## config.mk

```make
export PLATFORM = sky130hd
export DESIGN_NAME = seg_scan_sched_flat
export DESIGN_NICKNAME = d
export VERILOG_FILES = /design/src/rtl/seg_scan_sched_pkg.sv /design/src/rtl/seg_scan_sched_if.sv /design/src/rtl/seg_scan_sched_decode.sv /design/src/rtl/seg_scan_sched.sv /design/src/flat_wrapper.sv
export SDC_FILE = /design/constraint.sdc
export NUM_CORES = 1
export LEC_CHECK = 0
export BUFFER_PORTS_ARGS = -buffer_cell sky130_fd_sc_hd__buf_4
export CAP_MARGIN = 20
export CORE_MARGIN = 2
export CORE_UTILIZATION = 45
export DETAILED_ROUTE_END_ITERATION = 10
export HOLD_SLACK_MARGIN = 0.05
export PLACE_DENSITY = 0.77
export SYNTH_ARGS = -nofsm -noshare
export SYNTH_HDL_FRONTEND = slang
export SYNTH_SLANG_ARGS = --single-unit
```

## constraint.sdc

```tcl
create_clock -name sysclk -period 1.95 [get_ports sysclk]
set_input_delay 0.39 -clock sysclk [delete_from_list [all_inputs] [get_ports sysclk]]
set_output_delay 0.39 -clock sysclk [all_outputs]
set_load 0.05 [all_outputs]
```

## src/rtl/seg_scan_sched_pkg.sv

```systemverilog
// Shared constants, state encoding and small helpers for the 7-segment scan scheduler.
package seg_scan_sched_pkg;

    localparam int FRAME_W          = 16;
    localparam int DEF_DIGITS       = 6;
    localparam int DEF_SCAN_DIV     = 50_000;
    localparam int DEF_BLINK_FRAMES = 250;

    localparam logic [7:0]         SEG_BLANK   = 8'hFF;
    localparam logic [FRAME_W-1:0] FRAME_BLANK = 16'hFFFF;

    typedef enum logic [1:0] {
        ST_IDLE = 2'd0,
        ST_LOAD = 2'd1,
        ST_REQ  = 2'd2,
        ST_ADV  = 2'd3
    } state_e;

    // Active-low one-hot digit select for the given scan index.
    function automatic logic [7:0] sel_onehot_n(input logic [2:0] idx);
        return ~(8'b0000_0001 << idx);
    endfunction

endpackage

```

## src/rtl/seg_scan_sched_if.sv

```systemverilog
// Frame handshake between the scan scheduler and the 74HC595 serializer.
interface seg_scan_sched_if;

    logic [seg_scan_sched_pkg::FRAME_W-1:0] frame_data;
    logic                                   frame_req;
    logic                                   frame_ack;

    modport master (output frame_data, output frame_req, input frame_ack);
    modport slave  (input frame_data, input frame_req, output frame_ack);

endinterface

```

## src/rtl/seg_scan_sched_decode.sv

```systemverilog
// BCD to active-low gfedcba segment pattern; codes 10..15 render blank.
module seg_scan_sched_decode (
    input  logic [3:0] bcd,
    output logic [6:0] seg_n
);

    // Segment lookup table.
    always_comb begin
        seg_n = 7'h7F;
        case (bcd)
            4'd0:    seg_n = 7'h40;
            4'd1:    seg_n = 7'h79;
            4'd2:    seg_n = 7'h24;
            4'd3:    seg_n = 7'h30;
            4'd4:    seg_n = 7'h19;
            4'd5:    seg_n = 7'h12;
            4'd6:    seg_n = 7'h02;
            4'd7:    seg_n = 7'h78;
            4'd8:    seg_n = 7'h00;
            4'd9:    seg_n = 7'h10;
            default: seg_n = 7'h7F;
        endcase
    end

endmodule

```

## src/rtl/seg_scan_sched.sv

```systemverilog
// Scan scheduler: one digit frame per scan tick, handed to the serializer over req/ack.
module seg_scan_sched
    import seg_scan_sched_pkg::*;
#(
    parameter int DIGITS       = DEF_DIGITS,
    parameter int SCAN_DIV     = DEF_SCAN_DIV,
    parameter int BLINK_FRAMES = DEF_BLINK_FRAMES
) (
    input  logic                  sysclk,
    input  logic                  rst,
    input  logic [4*DIGITS-1:0]   digit_bcd,
    input  logic [DIGITS-1:0]     dp_mask,
    input  logic [DIGITS-1:0]     blink_mask,
    input  logic                  disp_en,
    seg_scan_sched_if.master      fbus,
    output logic [2:0]            scan_idx,
    output logic                  blink_phase,
    output logic                  overrun
);

    localparam int             DIV_W    = (SCAN_DIV > 1) ? $clog2(SCAN_DIV) : 1;
    localparam logic [DIV_W-1:0] DIV_LAST = DIV_W'(SCAN_DIV - 1);
    localparam int             BLK_W    = (BLINK_FRAMES > 1) ? $clog2(BLINK_FRAMES) : 1;
    localparam logic [BLK_W-1:0] BLK_LAST = BLK_W'(BLINK_FRAMES - 1);
    localparam logic [2:0]     IDX_LAST = 3'(DIGITS - 1);

    state_e               state_r;
    state_e               state_nxt_s;
    logic [DIV_W-1:0]     div_cnt_r;
    logic                 tick_s;
    logic [BLK_W-1:0]     blink_cnt_r;
    logic                 blink_phase_r;
    logic [2:0]           scan_idx_r;
    logic                 overrun_r;
    logic [FRAME_W-1:0]   frame_data_r;
    logic                 frame_req_r;
    logic [FRAME_W-1:0]   frame_s;
    logic                 sweep_end_s;

    // Inputs padded to the 8-digit maximum so the index select is always in range.
    logic [31:0]          bcd_pad_s;
    logic [7:0]           dp_pad_s;
    logic [7:0]           blink_pad_s;
    logic [3:0]           cur_bcd_s;
    logic [6:0]           dec_seg_s;

    assign bcd_pad_s   = 32'(digit_bcd);
    assign dp_pad_s    = 8'(dp_mask);
    assign blink_pad_s = 8'(blink_mask);
    assign cur_bcd_s   = bcd_pad_s[{scan_idx_r, 2'b00} +: 4];
    assign tick_s      = (div_cnt_r == DIV_LAST);
    assign sweep_end_s = (scan_idx_r == IDX_LAST);

    seg_scan_sched_decode u_decode (
        .bcd   (cur_bcd_s),
        .seg_n (dec_seg_s)
    );

    // Free-running scan divider producing a one-cycle tick.
    always_ff @(posedge sysclk) begin
        if (rst) begin
            div_cnt_r <= '0;
        end else if (tick_s) begin
            div_cnt_r <= '0;
        end else begin
            div_cnt_r <= div_cnt_r + 1'b1;
        end
    end

    // Scheduler state register.
    always_ff @(posedge sysclk) begin
        if (rst) begin
            state_r <= ST_IDLE;
        end else begin
            state_r <= state_nxt_s;
        end
    end

    // Next-state logic; ack only matters while a frame is being offered.
    always_comb begin
        state_nxt_s = state_r;
        case (state_r)
            ST_IDLE: begin
                if (tick_s) state_nxt_s = ST_LOAD;
                else        state_nxt_s = ST_IDLE;
            end
            ST_LOAD: state_nxt_s = ST_REQ;
            ST_REQ: begin
                if (fbus.frame_ack) state_nxt_s = ST_ADV;
                else                state_nxt_s = ST_REQ;
            end
            ST_ADV:  state_nxt_s = ST_IDLE;
            default: state_nxt_s = ST_IDLE;
        endcase
    end

    // Frame composition for the current digit; blanking keeps the digit select.
    always_comb begin
        frame_s = FRAME_BLANK;
        if (!disp_en) begin
            frame_s = FRAME_BLANK;
        end else if (blink_phase_r && blink_pad_s[scan_idx_r]) begin
            frame_s = {SEG_BLANK, sel_onehot_n(scan_idx_r)};
        end else begin
            frame_s = {~dp_pad_s[scan_idx_r], dec_seg_s, sel_onehot_n(scan_idx_r)};
        end
    end

    // Frame register captures inputs only in LOAD and holds through REQ.
    always_ff @(posedge sysclk) begin
        if (rst) begin
            frame_data_r <= FRAME_BLANK;
        end else if (state_r == ST_LOAD) begin
            frame_data_r <= frame_s;
        end else begin
            frame_data_r <= frame_data_r;
        end
    end

    // Request is high exactly while the FSM sits in REQ.
    always_ff @(posedge sysclk) begin
        if (rst) begin
            frame_req_r <= 1'b0;
        end else begin
            frame_req_r <= (state_nxt_s == ST_REQ);
        end
    end

    // Digit index advances once per accepted frame, wrapping after the last digit.
    always_ff @(posedge sysclk) begin
        if (rst) begin
            scan_idx_r <= 3'd0;
        end else if (state_r == ST_ADV) begin
            scan_idx_r <= sweep_end_s ? 3'd0 : scan_idx_r + 3'd1;
        end else begin
            scan_idx_r <= scan_idx_r;
        end
    end

    // Blink counter counts full sweeps and toggles the phase at the terminal count.
    always_ff @(posedge sysclk) begin
        if (rst) begin
            blink_cnt_r   <= '0;
            blink_phase_r <= 1'b0;
        end else if ((state_r == ST_ADV) && sweep_end_s) begin
            if (blink_cnt_r == BLK_LAST) begin
                blink_cnt_r   <= '0;
                blink_phase_r <= ~blink_phase_r;
            end else begin
                blink_cnt_r   <= blink_cnt_r + 1'b1;
                blink_phase_r <= blink_phase_r;
            end
        end else begin
            blink_cnt_r   <= blink_cnt_r;
            blink_phase_r <= blink_phase_r;
        end
    end

    // Sticky flag: a tick outside IDLE is dropped and remembered.
    always_ff @(posedge sysclk) begin
        if (rst) begin
            overrun_r <= 1'b0;
        end else if (tick_s && (state_r != ST_IDLE)) begin
            overrun_r <= 1'b1;
        end else begin
            overrun_r <= overrun_r;
        end
    end

    assign fbus.frame_data = frame_data_r;
    assign fbus.frame_req  = frame_req_r;
    assign scan_idx        = scan_idx_r;
    assign blink_phase     = blink_phase_r;
    assign overrun         = overrun_r;

endmodule

```

## src/flat_wrapper.sv

```systemverilog
// flat-port wrapper written by rule: the top's interface ports become plain ports
module seg_scan_sched_flat import seg_scan_sched_pkg::*;
#(
    parameter int DIGITS       = DEF_DIGITS,
    parameter int SCAN_DIV     = DEF_SCAN_DIV,
    parameter int BLINK_FRAMES = DEF_BLINK_FRAMES
)
  (sysclk, rst, digit_bcd, dp_mask, blink_mask, disp_en, scan_idx, blink_phase, overrun, fbus_frame_data, fbus_frame_req, fbus_frame_ack);
  seg_scan_sched_if fbus_i ();
  input  logic sysclk;
  input  logic rst;
  input  logic [4*DIGITS-1:0] digit_bcd;
  input  logic [DIGITS-1:0] dp_mask;
  input  logic [DIGITS-1:0] blink_mask;
  input  logic disp_en;
  output logic [2:0] scan_idx;
  output logic blink_phase;
  output logic overrun;
  output wire logic [$bits(fbus_i.frame_data)-1:0] fbus_frame_data;
  output wire logic [$bits(fbus_i.frame_req)-1:0] fbus_frame_req;
  input wire logic [$bits(fbus_i.frame_ack)-1:0] fbus_frame_ack;
  assign fbus_frame_data = fbus_i.frame_data;
  assign fbus_frame_req = fbus_i.frame_req;
  assign fbus_i.frame_ack = fbus_frame_ack;
  seg_scan_sched #(.DIGITS(DIGITS), .SCAN_DIV(SCAN_DIV), .BLINK_FRAMES(BLINK_FRAMES)) u_core (.sysclk(sysclk), .rst(rst), .digit_bcd(digit_bcd), .dp_mask(dp_mask), .blink_mask(blink_mask), .disp_en(disp_en), .fbus(fbus_i), .scan_idx(scan_idx), .blink_phase(blink_phase), .overrun(overrun));
endmodule
```

# After elaboration in Yosys (flattened, before gate mapping)
# Memory sizes are Yosys's and may differ from the RTL's.
# Index checks and enable logic that the tools add are counted.
# classes
addsub	3
n_mul	0
n_div	0
magnitude_cmp	1
n_eq_ne	7
shift	2
muxes	11
n_bitwise	3
reduce_logical	7
# op_table
op	count
16-bit 2-to-1 mux	2
32-bit by 6-bit variable part select with 4-bit output	1
16-bit by 1-bit adder with 16-bit output, second input constant	1
16-bit == test, second input constant	1
8-bit by 1-bit adder with 8-bit output, second input constant	1
8-bit == test, second input constant	1
8-bit 2-to-1 mux	1
8-bit NOT	1
2-bit case mux with 4 select lines	1
1-bit by 3-bit << shifter with 8-bit output, first input constant	1
1-bit binary-select mux with 3-bit select	2
2-bit == test, second input constant	3
3-bit by 4-bit < comparator with 1-bit output, second input constant	1
1-bit 2-to-1 mux	4
3-bit by 1-bit adder with 3-bit output, second input constant	1
3-bit == test, second input constant	1
1-bit logical AND	3
3-bit 2-to-1 mux	1
2-bit by 1-bit == test with 1-bit output, second input constant	1
2-bit zero test	1
1-bit NOT	2
2-bit AND reduction	1
2-bit nonzero test	1
2-bit OR reduction	1
# totals
register_bits	48
latch_bits	0
mem_bits_rw	0
mem_bits_ro	112
in_bits	40
output_inout_bits	22
wordCells	43
memories	1
# memory_table
name	words	word_bits	rd	rd_clocked_by_memory_dff	write_ports	line	source
(name not given)	16	7	1	0	0	seg_scan_sched_decode.sv:10	case (bcd)

# Logic depth before layout (Yosys ltp)
# Gate-level depths: netlist of run 1.
# logic_depth
depth_word	5
ltp_mapped	11

# By module
# A second synthesis of run 1 with hierarchy kept.
# hier_totals
cells_unflattened	316
area_unflattened_um2	2643.8
# by_module_without_submodules
module	instances	cells_each	area_per_inst_um2
seg_scan_sched	1	283	2433.6
seg_scan_sched_decode	1	33	210.2

# Worst setup path after synthesis of run 1
# Ideal clock, no wire load.
# synth_path
path_type	register to register
from	reg u_core.scan_idx_r[1] (netlist: u_core.scan_idx[1])
to	reg u_core.frame_data_r[8] (netlist: u_core.fbus.frame_data[8])
setup_time_ns	0.123
t_arrival_ns	2.324
path_slack_ns	-0.496
path_stages_with_launch	11
n_path_buf	2
period_less_slack_ns	2.446
cell_sequence	dfxtp_1 > buf_6 > buf_4 > mux2i_1 > nor2_1 > o21ai_0 > nand2_1 > ha_1 > or3_1 > a21boi_1 > nor3_1
# synth_via
elab_chain_cells	5
# synth_lines
element	line	source
start: declaration	seg_scan_sched.sv:33	logic [2:0] scan_idx_r;
start signal: assignment	seg_scan_sched.sv:134	scan_idx_r <= sweep_end_s ? 3'd0 : scan_idx_r + 3'd1;
start signal: assignment	seg_scan_sched.sv:136	scan_idx_r <= scan_idx_r;
branches (longest 3 deep; another with memory 16 x 7 bit)	-	
16-bit 2-to-1 mux (*)	seg_scan_sched.sv:102	end else if (blink_phase_r && blink_pad_s[scan_idx_r]) begin
16-bit 2-to-1 mux (*)	seg_scan_sched.sv:100	if (!disp_en) begin
end signal: assignment	seg_scan_sched.sv:114	frame_data_r <= frame_s;
end signal: assignment	seg_scan_sched.sv:116	frame_data_r <= frame_data_r;
end: declaration	seg_scan_sched.sv:35	logic [FRAME_W-1:0] frame_data_r;
# Mark *: on every way between the ends. The select of a mux whose other input is x is not followed.
# A chain may end at the register's enable or synchronous reset.

# Worst setup path after layout of run 1
# layout_path
from	reg u_core.scan_idx_r[1] (netlist: u_core.scan_idx[1])
to	reg u_core.frame_data_r[9] (netlist: u_core.fbus.frame_data[9])
# The elaborated chain is that of the path after synthesis.

==> reports/qor.yml, run 1 <==
status: "completed"
maxSlewViolCount: 0
ant_nets: 0
antenna_found_initial: 0
critPathArrivalTime_ns: 2.06
max_slew_margin: 0.711
p_leak_nw: 1.36
peakVddDrop_uv: 386
start_util: 0.469
path_class: "reg2reg"
crit_path_end_kind: "flip-flop"
hpwlAfterDp_um: 4360
insertion_delay_ns: 0.30
gp_congestion: 0.870
synth_edf_count: 0
area_growth_pct: 31.1
ys_seq_area_frac: 0.367
track_usage: 0.181
post-route-min-period_ns: 1.86
crit_required_ns: 2.15
pre_cts_slack_ns: 0.0363
yosysTopAreaCell: "dfxtp_1"
final_cells: 448
die_height_um: 80.2
dr.pass1.iters: 4
grt_pass1_wl_um: 9270
drv_cap: 0
clkSlewWorstSetupHoldPaths_ns: 0.09
cts_buffers: 5
drc: 0
clk_path_buf_depth: 2
syn_area_um2: 2620
grt_pass1_vias: 2120
die_area_um2: 6440
overflow: 0
cts-htree-levels: 2
ys_async_sr_fraction: 0
path_buf_inv: 1
portBuffers: 61
routed_wl_um: 5840
slowest_stage: "dfxtp_4"
die_w_um: 80.2
worstMarginPinSlew_ns: 0.430
n_antenna_cell: 0
ys.warnings.count: 0
syn_inst: 305
drive_gt1_frac: 0.311
path_delay_family: "compound AO/OA/AOI/OAI gates"
cts.sinks: 48
hold_ws_ns: 0.456
worst_clock_skew_ns: 0.0118
placementRows: 27
avgRoutedWirePerCell_um: 13.0
setup_viol_count_final: 0
synth_common_cells: "nor2_1 (54), dfxtp_1 (48), o21ai_0 (17)"
layout.nets: 430
post_drt_via_cell_ratio: 5.06
p_total_w: 0.00193
ys_seq_elements: 48
cts_tree: "done"
critPathMaxStageDelay_ns: 0.41
cp-start-kind: "flip-flop"
hold_buffers: 0
clock-root-buffer: "clkbuf_8"
synth.area.top_cells: "dfxtp_1 (37%), nor2_1 (7.8%), ha_1 (6.7%), xnor2_1 (4.4%), xor2_1 (3.7%)"
fmax_ghz: 0.538
first_iter_violations: 69
synth_top_area_frac: 0.367
synth_ff_type: "dfxtp_1"
cp_max_fo: 8
vias: 2268
fillCellCount: 492
syn-num-nets: 359
min_period_over_period: 0.953
p_per_area_nw_per_um2: 563
pin_count: 62
dp.cells: 434
core-area_um2: 5570
rsz0062_at_grt: "yes"
crit_chain: "buf_4, mux2i_2, o22ai_2, a21oi_4, ha_4, nor2b_1, a2bb2oi_2, o22a_1"
synth_cell_types: 50
setup_slack_ns: 0.0921
hold_path_class: "in2reg"
syn-mean-instance-area_um2: 8.57
timing_hold_violations_final: 0
grt_max_degree: 20
synth_most_common_cell: "nor2_1"
[where the power goes]
group          internal [W]  switching (W)  leakage [nW]
clock              0.000453       0.000325        0.0624
sequential         0.000982     0.00000461         0.390
combinational     0.0000961      0.0000708         0.909
total               0.00153       0.000400          1.36
[final cells by class]
cell class,count,area (um2),share of cell area
inverter,10,37.5,0.0109
multi-input combinational,233,1610,0.468
clock inverter,1,30.0,0.00876
tap,72,90.1,0.0263
timing repair buffer,78,602,0.175
sequential,48,970,0.283
clock buffer,6,93.8,0.0274
[placed cells by master, fill, tap and decap left out, drive strengths merged, types with 2 or more instances in the layout]
cell type | netlist | routed
or2 | 4 | 4
mux2 | 5 | 5
nand2b | 12 | 12
xor2 | 11 | 11
and2 | 3 | 3
a221oi | 3 | 3
dfxtp | 48 | 48
o21ai | 18 | 18
buf | 10 | 78
xnor2 | 13 | 13
a211oi | 3 | 3
o22ai | 2 | 2
nor3 | 5 | 5
mux2i | 9 | 9
nor4 | 2 | 2
nor2b | 10 | 10
nand4b | 2 | 2
nand2 | 17 | 17
nor2 | 56 | 56
nand4 | 10 | 10
o21a | 2 | 2
inv | 10 | 10
ha | 14 | 14
a21oi | 7 | 7
clkbuf | 4 | 6
nand3 | 16 | 16
and3 | 2 | 2
[worst paths after layout]
check	slack (ns)	endpoint	from	cells after the start
setup reg to reg	0.09	u_core.fbus.frame_data[9]	u_core.scan_idx[1]	8
hold reg to reg	0.48	u_core.div_cnt_r[0]	u_core.div_cnt_r[0]	1
setup / recovery	0.09	u_core.fbus.frame_data[9]	u_core.scan_idx[1]	8
hold / removal	0.46	u_core.fbus.frame_data[7]	disp_en	4
[layer usage]
layer | routed length [um] | up-vias | GRT usage
met1 | 2490 | 1036 | 0.211
met2 | 2800 | 55 | 0.323
met4 | 95 | 0 | 0.0576
met3 | 451 | 9 | 0.0461
met5 | 0 | - | 0
li1 | - | 1168 | -
[sequential cells by signal, indices dropped and copies added (netlist names)]
name	count
u_core.div_cnt_r	16
u_core.fbus.frame_req	1
u_core.blink_phase	1
u_core.blink_cnt_r	8
u_core.overrun	1
u_core.state_r	2
u_core.fbus.frame_data	16
u_core.scan_idx	3
[repair_timing]
action	4_1_cts	5_1_grt
gates resized for setup	0	13
buffers inserted	0	7
endpoints found under the setup margin	0	6
[worst reg2reg max path: stages, from the launching register on]
cell and delay (ns):
dfxtp_4 0.41, buf_4 0.13, mux2i_2 0.21, o22ai_2 0.11, a21oi_4 0.24, ha_4 0.25
nor2b_1 0.13, a2bb2oi_2 0.13, o22a_1 0.15
[through the flow]
step	instance area, um2	TNS [ns]	util
floorplan	2660	-0.106	-
global placement	3200	0	0.574
detailed placement	3200	0	0.574
CTS	3320	0	0.596
global route	3430	-0.00732	0.615
finish	3430	0	0.615
[logic make-up (layout without fill, tap and decap cells)]
group,after synthesis,count (layout),share of synthesized area
AO/OA/AOI/OAI,39,39,0.100
XOR/XNOR,24,24,0.0804
adder cells (fa/ha/maj),14,14,0.0670
buffers and inverters,24,95,0.0454
flip-flops,48,48,0.367
multiplexers,15,15,0.0660
AND/OR/NAND/NOR,141,141,0.274
Note: power is estimated with default switching activity, not from simulation.
==> run 2: changes to the inputs <==
ABC_AREA = 1   (was unset)
==> run 2 against run 1 <==
Worst hold slack worse by 0.055 ns. Critical path depth up 7. Critical endpoint is now u_core.fbus.frame_data[11]. Register-to-register slack better by 0.08 ns. Routed wire length up 9.1%. Flip-flop and latch count unchanged. Largest cell class unchanged. Sequential power about the same. Clock power down 7.3%. Combinational power up 8%. Clock-buffer cell count down 1.
==> reports/qor.yml, run 2 <==
cts_tree: "done"
highest_layer: "met4"
synth_common_cells: "nand2_1 (115), dfxtp_1 (48), inv_1 (35)"
n_antenna_cell: 0
routed_wl_um: 6370
syn-num-nets: 445
syn_inst: 391
ys_seq_elements: 48
met1_length_um: 2980
tns_ns: 0
drv_cap: 0
rr_worst_depth: 15
clock-root-buffer: "clkbuf_8"
worst_clock_skew_ns: 0.00927
grt_pass1_vias: 2516
ys_seq_area_frac: 0.344
pre_cts_slack_ns: 0.0671
finalInstanceArea_um2: 3470
post_drt_via_cell_ratio: 4.98
cp_max_fo: 17
yosysTopAreaCell: "dfxtp_1"
drive_gt1_frac: 0.255
hold_path_class: "in2reg"
first_iter_violations: 81
dr_wl_met2_um: 2980
cts.sinks: 48
antenna_found_initial: 0
dpl_cell_area_um2: 3320
cts-htree-levels: 2
grt_pass1_wl_um: 10600
status: "completed"
setup_viol_count_final: 0
cts_buffers: 5
r2r_slack_ns: 0.17
pin_count: 62
layout.nets: 511
placementRows: 28
path_class: "reg2reg"
switching_share: 0.231
syn_area_um2: 2800
timing_hold_violations_final: 0
dr.pass1.iters: 4
avgRoutedWirePerCell_um: 11.9
maxSlewViolCount: 0
synth.area.top_cells: "dfxtp_1 (34%), nand2_1 (15%), ha_1 (6.3%), a21oi_1 (5.7%), inv_1 (4.7%)"
synth_ff_type: "dfxtp_1"
max_slew_margin: 0.774
min_period_over_period: 0.913
insertion_delay_ns: 0.31
cp-start-kind: "flip-flop"
synth_edf_count: 0
ys.warnings.count: 0
clk_path_buf_depth: 2
synth_most_common_cell: "nand2_1"
p_per_area_nw_per_um2: 544
post-route-min-period_ns: 1.78
syn-mean-instance-area_um2: 7.15
setup_slack_ns: 0.171
worstHoldPathCells: 4
track_usage: 0.183
ant_nets: 0
core-area_um2: 5960
die_area_um2: 6860
final_cells: 533
vias: 2656
crit_path_end_kind: "flip-flop"
portBuffers: 61
seq_power_share: 0.522
clkPwrFrac: 0.382
p_total_w: 0.00189
p_int_w: 0.00145
hold_buffers: 0
fillCellCount: 560
p_leak_nw: 1.53
grt_max_degree: 23
peakVddDrop_uv: 385
die_w_um: 82.8
rsz0062_at_grt: "no"
ys_async_sr_fraction: 0
dr_wl_met3_um: 368
netSwitchingPower_w: 0.000436
synth_cell_types: 46
overflow: 0
die_height_um: 82.8
worstMarginPinSlew_ns: 0.338
synth_top_area_frac: 0.344
critPathArrivalTime_ns: 1.99
start_util: 0.470
power.share.combinational: 0.096
final_cell_mix: "nand2_1 (115), buf_4 (68), dfxtp_1 (45)"
final_common_cell: "nand2_1"
hpwlAfterDp_um: 4880
drc: 0
dp.cells: 522
fmax_ghz: 0.562
crit_required_ns: 2.16
clkSlewWorstSetupHoldPaths_ns: 0.09
area_growth_pct: 24.1
gp_congestion: 0.887
run 2: changes by cell type in the layout (fill, tap and decap cells not counted), moves of 8 or more:
cell,before,now
a21oi_1,5,32
buf_4,76,68
mux2i_1,8,0
nand2_1,15,115
xor2_1,11,2
nand2_2,2,10
inv_1,9,35
nor2_1,53,19
nand2b_1,12,0
xnor2_1,13,1
nor2b_1,9,0
run 2: worst max-delay path, stage by stage, from the launching register on:
cell,delay (ns)
dfxtp_4,0.39
inv_8,0.11
nor2_4,0.05
nand2_4,0.09
inv_1,0.05
nand2_1,0.05
nand2_1,0.08
a21oi_4,0.16
inv_1,0.09
ha_1,0.19
inv_1,0.06
nand3_1,0.08
nand3_1,0.09
nand3_1,0.07
nand2_1,0.07
nand2_1,0.04
run 2: final cells by class:
cell class,count,area (um2),area share
timing repair buffer,70,543,0.157
clock inverter,3,42.5,0.0123
inverter,44,188,0.0541
clock buffer,5,68.8,0.0198
multi-input combinational,288,1560,0.451
sequential,48,970,0.279
tap,75,93.8,0.0270
run 2: worst paths after layout:
kind,startpoint,end
worst max-delay path,u_core.scan_idx[0],u_core.fbus.frame_data[11]
worst max register to register,u_core.scan_idx[0],u_core.fbus.frame_data[11]
worst min register to register,u_core.div_cnt_r[0],u_core.div_cnt_r[0]
worst min-delay path,fbus_frame_ack,u_core.fbus.frame_req
run 2: cells by family (layout without fill, tap and decap cells):
kind of cell    count (synthesis)  in the layout  share of synthesized area
simple gates                  205            205                      0.347
compound gates                 66             66                      0.138
buf+inv                        55            122                     0.0998
flops                          48             48                      0.344
fa+ha+maj                      14             14                     0.0626
xor+xnor                        3              3                    0.00940
run 2: timing repair:
action	in CTS	in global routing
resized for setup	0	3
setup endpoints to repair	0	6
setup buffers	0	3
run 2: metrics by stage:
| step | hold slack [ns] | utilization |
|---|---|---|
| 2_1_floorplan | 0.429 | - |
| 3_3_place_gp | 0.442 | 0.557 |
| 3_5_place_dp | 0.456 | 0.557 |
| 4_1_cts | 0.395 | 0.576 |
| 5_1_grt | 0.402 | 0.583 |
| 6_report | 0.401 | 0.583 |
run 2: per-layer routing:
metal,vias up,GRT usage
met1,1185,0.227
li1,1399,-
met2,67,0.309
met3,5,0.0527
met4,0,0.0492
met5,-,0
run 2: power by group through the flow:
stage                     combinational (W)  clock [W]  sequential (W)
after CTS                          0.000177   0.000744        0.000989
after global placement             0.000175          0         0.00101
after floorplan                   0.0000881          0         0.00101
after detailed placement           0.000176          0         0.00101
after global routing               0.000199   0.000779        0.000986
final                              0.000181   0.000721        0.000986
